==> src/rtl/branch_resolve_ctrl.sv <==
// branch_resolve_ctrl
// Tracks every predicted branch from fetch in a small circular queue and
// retires the oldest entry when execute resolves a branch. It drives the
// predictor update strobe. On a misprediction it squashes all younger entries,
// raises a multi-cycle flush and issues a one-cycle PC redirect.
module branch_resolve_ctrl #(
  parameter int PC_W         = 32,
  parameter int DEPTH        = 4,
  parameter int FLUSH_CYCLES = 2
) (
  input  logic            clk,
  input  logic            reset,
  input  logic            fetch_valid,
  input  logic            fetch_pred_taken,
  input  logic [PC_W-1:0] fetch_pc,
  input  logic [PC_W-1:0] fetch_target,
  output logic            fetch_ready,
  input  logic            resolve_valid,
  input  logic            resolve_taken,
  output logic            upd_branch,
  output logic            upd_taken,
  output logic            flush,
  output logic            redirect_valid,
  output logic [PC_W-1:0] redirect_pc,
  output logic            underflow,
  output logic [15:0]     mispredict_count
);

  localparam int PTR_W = (DEPTH > 1) ? $clog2(DEPTH) : 1;
  localparam int CNT_W = PTR_W + 1;

  typedef enum logic {
    ST_RUN,
    ST_FLUSH
  } state_t;

  // Queue storage: written only, never reset; the pointers define validity
  logic            pred_mem   [DEPTH];
  logic [PC_W-1:0] pc_mem     [DEPTH];
  logic [PC_W-1:0] target_mem [DEPTH];

  state_t          state_reg;
  logic [PTR_W-1:0] wr_ptr_reg;
  logic [PTR_W-1:0] rd_ptr_reg;
  logic [CNT_W-1:0] count_reg;
  logic [2:0]       flush_cnt_reg;
  logic             upd_branch_reg;
  logic             upd_taken_reg;
  logic             flush_reg;
  logic             redirect_valid_reg;
  logic [PC_W-1:0]  redirect_pc_reg;
  logic             underflow_reg;
  logic [15:0]      mispredict_cnt_reg;

  logic             in_run;
  logic             push;
  logic             pop;
  logic             mispredict;
  logic             head_pred;
  logic [PC_W-1:0]  head_pc;
  logic [PC_W-1:0]  head_target;
  logic [PC_W-1:0]  redirect_pc_next;

  // Handshake and head-of-queue decode for the current cycle
  always_comb begin
    in_run           = (state_reg == ST_RUN);
    fetch_ready      = in_run && (count_reg < CNT_W'(DEPTH));
    push             = fetch_valid && fetch_ready;
    pop              = in_run && resolve_valid && (count_reg != '0);
    head_pred        = pred_mem[rd_ptr_reg];
    head_pc          = pc_mem[rd_ptr_reg];
    head_target      = target_mem[rd_ptr_reg];
    mispredict       = pop && (head_pred != resolve_taken);
    redirect_pc_next = resolve_taken ? head_target : (head_pc + PC_W'(4));
  end

  // Queue entry write; an entry written alongside a mispredict is orphaned
  // because the pointers are cleared in the same cycle
  always_ff @(posedge clk) begin
    if (push) begin
      pred_mem[wr_ptr_reg]   <= fetch_pred_taken;
      pc_mem[wr_ptr_reg]     <= fetch_pc;
      target_mem[wr_ptr_reg] <= fetch_target;
    end
  end

  // Control FSM, queue pointers and all registered outputs
  always_ff @(posedge clk or posedge reset) begin
    if (reset) begin
      state_reg          <= ST_RUN;
      wr_ptr_reg         <= '0;
      rd_ptr_reg         <= '0;
      count_reg          <= '0;
      flush_cnt_reg      <= '0;
      upd_branch_reg     <= 1'b0;
      upd_taken_reg      <= 1'b0;
      flush_reg          <= 1'b0;
      redirect_valid_reg <= 1'b0;
      redirect_pc_reg    <= '0;
      underflow_reg      <= 1'b0;
      mispredict_cnt_reg <= '0;
    end else begin
      upd_branch_reg     <= pop;
      upd_taken_reg      <= pop && resolve_taken;
      redirect_valid_reg <= mispredict;

      case (state_reg)
        ST_RUN: begin
          if (resolve_valid && (count_reg == '0)) begin
            underflow_reg <= 1'b1;
          end
          if (mispredict) begin
            wr_ptr_reg      <= '0;
            rd_ptr_reg      <= '0;
            count_reg       <= '0;
            redirect_pc_reg <= redirect_pc_next;
            if (mispredict_cnt_reg != 16'hFFFF) begin
              mispredict_cnt_reg <= mispredict_cnt_reg + 16'd1;
            end
            flush_cnt_reg <= 3'(FLUSH_CYCLES);
            flush_reg     <= 1'b1;
            state_reg     <= ST_FLUSH;
          end else begin
            if (push) begin
              wr_ptr_reg <= wr_ptr_reg + PTR_W'(1);
            end
            if (pop) begin
              rd_ptr_reg <= rd_ptr_reg + PTR_W'(1);
            end
            case ({push, pop})
              2'b10:   count_reg <= count_reg + CNT_W'(1);
              2'b01:   count_reg <= count_reg - CNT_W'(1);
              default: count_reg <= count_reg;
            endcase
          end
        end
        ST_FLUSH: begin
          // The last flush cycle is the one that sees the counter at 1
          if (flush_cnt_reg <= 3'd1) begin
            flush_cnt_reg <= '0;
            flush_reg     <= 1'b0;
            state_reg     <= ST_RUN;
          end else begin
            flush_cnt_reg <= flush_cnt_reg - 3'd1;
          end
        end
        default: begin
          state_reg <= ST_RUN;
          flush_reg <= 1'b0;
        end
      endcase
    end
  end

  assign upd_branch       = upd_branch_reg;
  assign upd_taken        = upd_taken_reg;
  assign flush            = flush_reg;
  assign redirect_valid   = redirect_valid_reg;
  assign redirect_pc      = redirect_pc_reg;
  assign underflow        = underflow_reg;
  assign mispredict_count = mispredict_cnt_reg;

endmodule

==> config.mk <==
export PLATFORM = sky130hd
export DESIGN_NAME = branch_resolve_ctrl
export DESIGN_NICKNAME = d
export VERILOG_FILES = /design/src/rtl/branch_resolve_ctrl.sv
export SDC_FILE = /design/constraint.sdc
export NUM_CORES = 1
export LEC_CHECK = 0
export CAP_MARGIN = 10
export CORE_UTILIZATION = 51
export DETAILED_ROUTE_END_ITERATION = 7
export GPL_TIMING_DRIVEN = 0
export PLACE_DENSITY = 0.75
export SYNTH_ARGS = -nofsm -noshare
export SYNTH_HDL_FRONTEND = slang
export SYNTH_SLANG_ARGS = --single-unit
==> constraint.sdc <==
create_clock -name clk -period 2.65 [get_ports clk]
set_input_delay 0.53 -clock clk [delete_from_list [all_inputs] [get_ports clk]]
set_output_delay 0.53 -clock clk [all_outputs]
set_load 0.02 [all_outputs]
==> flow_metrics.tcl <==
set metrics [dict create \
    clk_pin_slew_ns 0.06 \
    ant_nets 0 \
    finalCritPeriodShare 0.9941 \
    synth_fp_nets 811 \
    clockRootBuffer "clkbuf_16" \
    grt_overflow 0 \
    cts_tree "done" \
    max_slew_margin 0.4304 \
    dpl.hpwl_um 18140 \
    cp.arrival_ns 3.03 \
    setup.worst_path.class "reg2reg" \
    slowest_stage "mux4_2" \
    synth-seq-cells 324 \
    cp-end-kind "flip-flop" \
    syn_to_final_growth_pct 24.58 \
    core_area_um2 25110 \
    die_w_um 161.6 \
    placedCellCount 1189 \
    ir_drop_uv 643.5 \
    worstHoldPathType "in2async" \
    synth_area_leaders "edfxtp_1 (60%), dfrtp_1 (12%), mux4_2 (10%), xnor2_1 (1.7%), xor2_1 (1.3%)" \
    initial_core_util 0.5172 \
    vias 7388 \
    synth.cells.most_frequent "edfxtp_1 (260), dfrtp_1 (64), mux4_2 (59), nand2_1 (41), nor2_1 (40)" \
    async_flop_share 0.1975 \
    cts_hold_buffers 0 \
    yosysMostFrequentCell "edfxtp_1" \
    yosysUniqueCellTypes 55 \
    finalNetCount 994 \
    status "finished, final reports clean" \
    ys_seq_area_frac 0.7245 \
    critPathTopFamily "multiplexers" \
    critical_path_required_ns 3.04 \
    crit_chain "buf_6 -> clkbuf_16 -> mux4_2 -> xnor2_2 -> nand2b_1 -> buf_4 -> a211oi_4 -> nand4_1 -> xnor2_1" \
    syn_area_per_cell_um2 17.74 \
    synth_edf_count 260 \
    p_leak_nw 5.560 \
    hold_viol 0 \
    grt_pass1_vias 7329 \
    num_rows 58 \
    yosys.area.top_type "edfxtp_1" \
    dieArea_um2 26110 \
    clock.fmax_mhz 379.6 \
    htree_levels 2 \
    drive_gt1_frac 0.2064 \
    tightest_slew_ns 0.8512 \
    grt_max_degree 38 \
    routed_wl_um 28170 \
    rsz0062_at_grt "yes" \
    fin_ws_ns 0.01576 \
    io-pin-count 124 \
    drt_pass1_iterations 4 \
    instances_no_fill 1270 \
    diodes 0 \
    synth_area_um2 12990 \
    grt_pass1_wl_um 42300 \
    path_buf_inv 3 \
    globalplace.congestion 0.8777 \
    cts_made_buffers 34 \
    synth_top_area_share 0.6012 \
    min_period_ns 2.634 \
    power_mw 17.20 \
    whs_ns 0.4408 \
    yosysWarnings 0 \
    finClkSkew_ns 0.01871 \
    clock_latency_ns 0.50 \
    slowest_delay_ns 0.59 \
    cp_max_fo 8 \
    drc 0 \
    antenna_found_initial 1 \
    reg2reg_slack_ns 0.02 \
    wl_per_cell_um 22.18 \
    cts.path.max_buffers 3 \
    io_buffers 122 \
    drv_cap 0 \
    crit_path_start_kind "flip-flop" \
    track_usage 0.2186 \
    synth_ff_type "edfxtp_1" \
    netlist_instances 732 \
    post-place-ws_ns -0.4427 \
    drt_iter0_drc 741 \
    cts_sinks 324 \
    avgViaCountPerCell 5.817 \
    slew_viol_final 0 \
    setup_viol 0 \
    p_per_area_nw_per_um2 1063 \
    fp.dieH_um 161.6 \
]
-- metal layers --
layer	GRT usage	up-vias	wire, µm	share of wire
met4	0.07376	2	729	0.026
met5	0	-	12	0.00043
li1	-	3260	-	-
met3	0.04545	57	1966	0.070
met1	0.2928	3769	11420	0.41
met2	0.3591	300	14040	0.50
-- cell usage in the layout (no fill, tap or decap), types with 4 or more instances in the layout --
cell / count
a21oi_1: 20
and2_4: 4
and3_1: 7
and4_1: 6
buf_12: 8
buf_2: 4
buf_4: 28
clkbuf_1: 16
clkbuf_16: 37
clkbuf_2: 4
clkdlybuf4s50_1: 122
clkinv_1: 7
dfrtp_1: 64
edfxtp_1: 260
ha_1: 7
inv_1: 12
mux2i_1: 6
mux4_2: 63
nand2_1: 39
nand3_1: 16
nand4_1: 13
nor2_1: 40
nor3_1: 5
nor3_2: 4
o21ai_0: 26
o22ai_1: 13
xnor2_1: 22
xor2_1: 19
-- logic make-up (layout without fill, tap and decap cells) --
| kind of cell | after synthesis | in the layout | share of synthesized area |
|---|---|---|---|
| XOR/XNOR | 44 | 44 | 0.02967 |
| AO/OA/AOI/OAI | 81 | 81 | 0.03776 |
| buffers and inverters | 45 | 253 | 0.01696 |
| multiplexers | 72 | 72 | 0.1199 |
| flip-flops | 324 | 324 | 0.7245 |
| adder cells (fa/ha/maj) | 9 | 9 | 0.009249 |
| AND/OR/NAND/NOR | 157 | 157 | 0.06195 |
-- metrics by stage --
stage / setup TNS [ns] / cell area, µm² / utilization
finish: 0 / 16180 / 0.6444
CTS: 0 / 15870 / 0.6322
floorplan: 0 / 12990 / -
global route: -0.2559 / 16180 / 0.6444
detailed placement: -56.25 / 14730 / 0.5867
global placement: -282.40 / 14630 / 0.5825
-- where the power goes --
group | switching (mW) | leakage [nW] | total (mW) | internal [mW]
Combinational | 3.09 | 1.89 | 5.68 | 2.59
Clock | 1.85 | 0.514 | 4.57 | 2.72
Sequential | 0.450 | 3.16 | 6.95 | 6.50
Total | 5.39 | 5.56 | 17.2 | 11.8
-- worst paths after layout --
path / from / cells after the start / endpoint
max: rd_ptr_reg[0] / 9 / mispredict_count[9]
min: reset / 2 / mispredict_count[1]
max reg2reg: rd_ptr_reg[0] / 9 / mispredict_count[9]
min reg2reg: underflow / 1 / underflow
max in group asynchronous: reset / 3 / redirect_pc[13]
min in group clk: underflow / 1 / underflow
-- area by class of cell --
| type | instances | area, µm² |
|---|---|---|
| buffer | 29 | 215.2 |
| clock buffer | 46 | 917.1 |
| clock inverter | 15 | 147.6 |
| fill | 1777 | 8930 |
| inverter | 14 | 55.05 |
| multi-input combinational | 363 | 3488 |
| sequential | 324 | 9409 |
| tap | 330 | 412.9 |
| timing repair buffer | 149 | 1534 |
-- repair_timing --
action / in CTS / in global routing
resized for setup: 32 / 35
gates cloned: 0 / 2
endpoints found under the setup margin: 55 / 27
setup buffers: 3 / 17
pin swaps: 3 / 9
No activity file was read; power rests on OpenSTA's default activity.
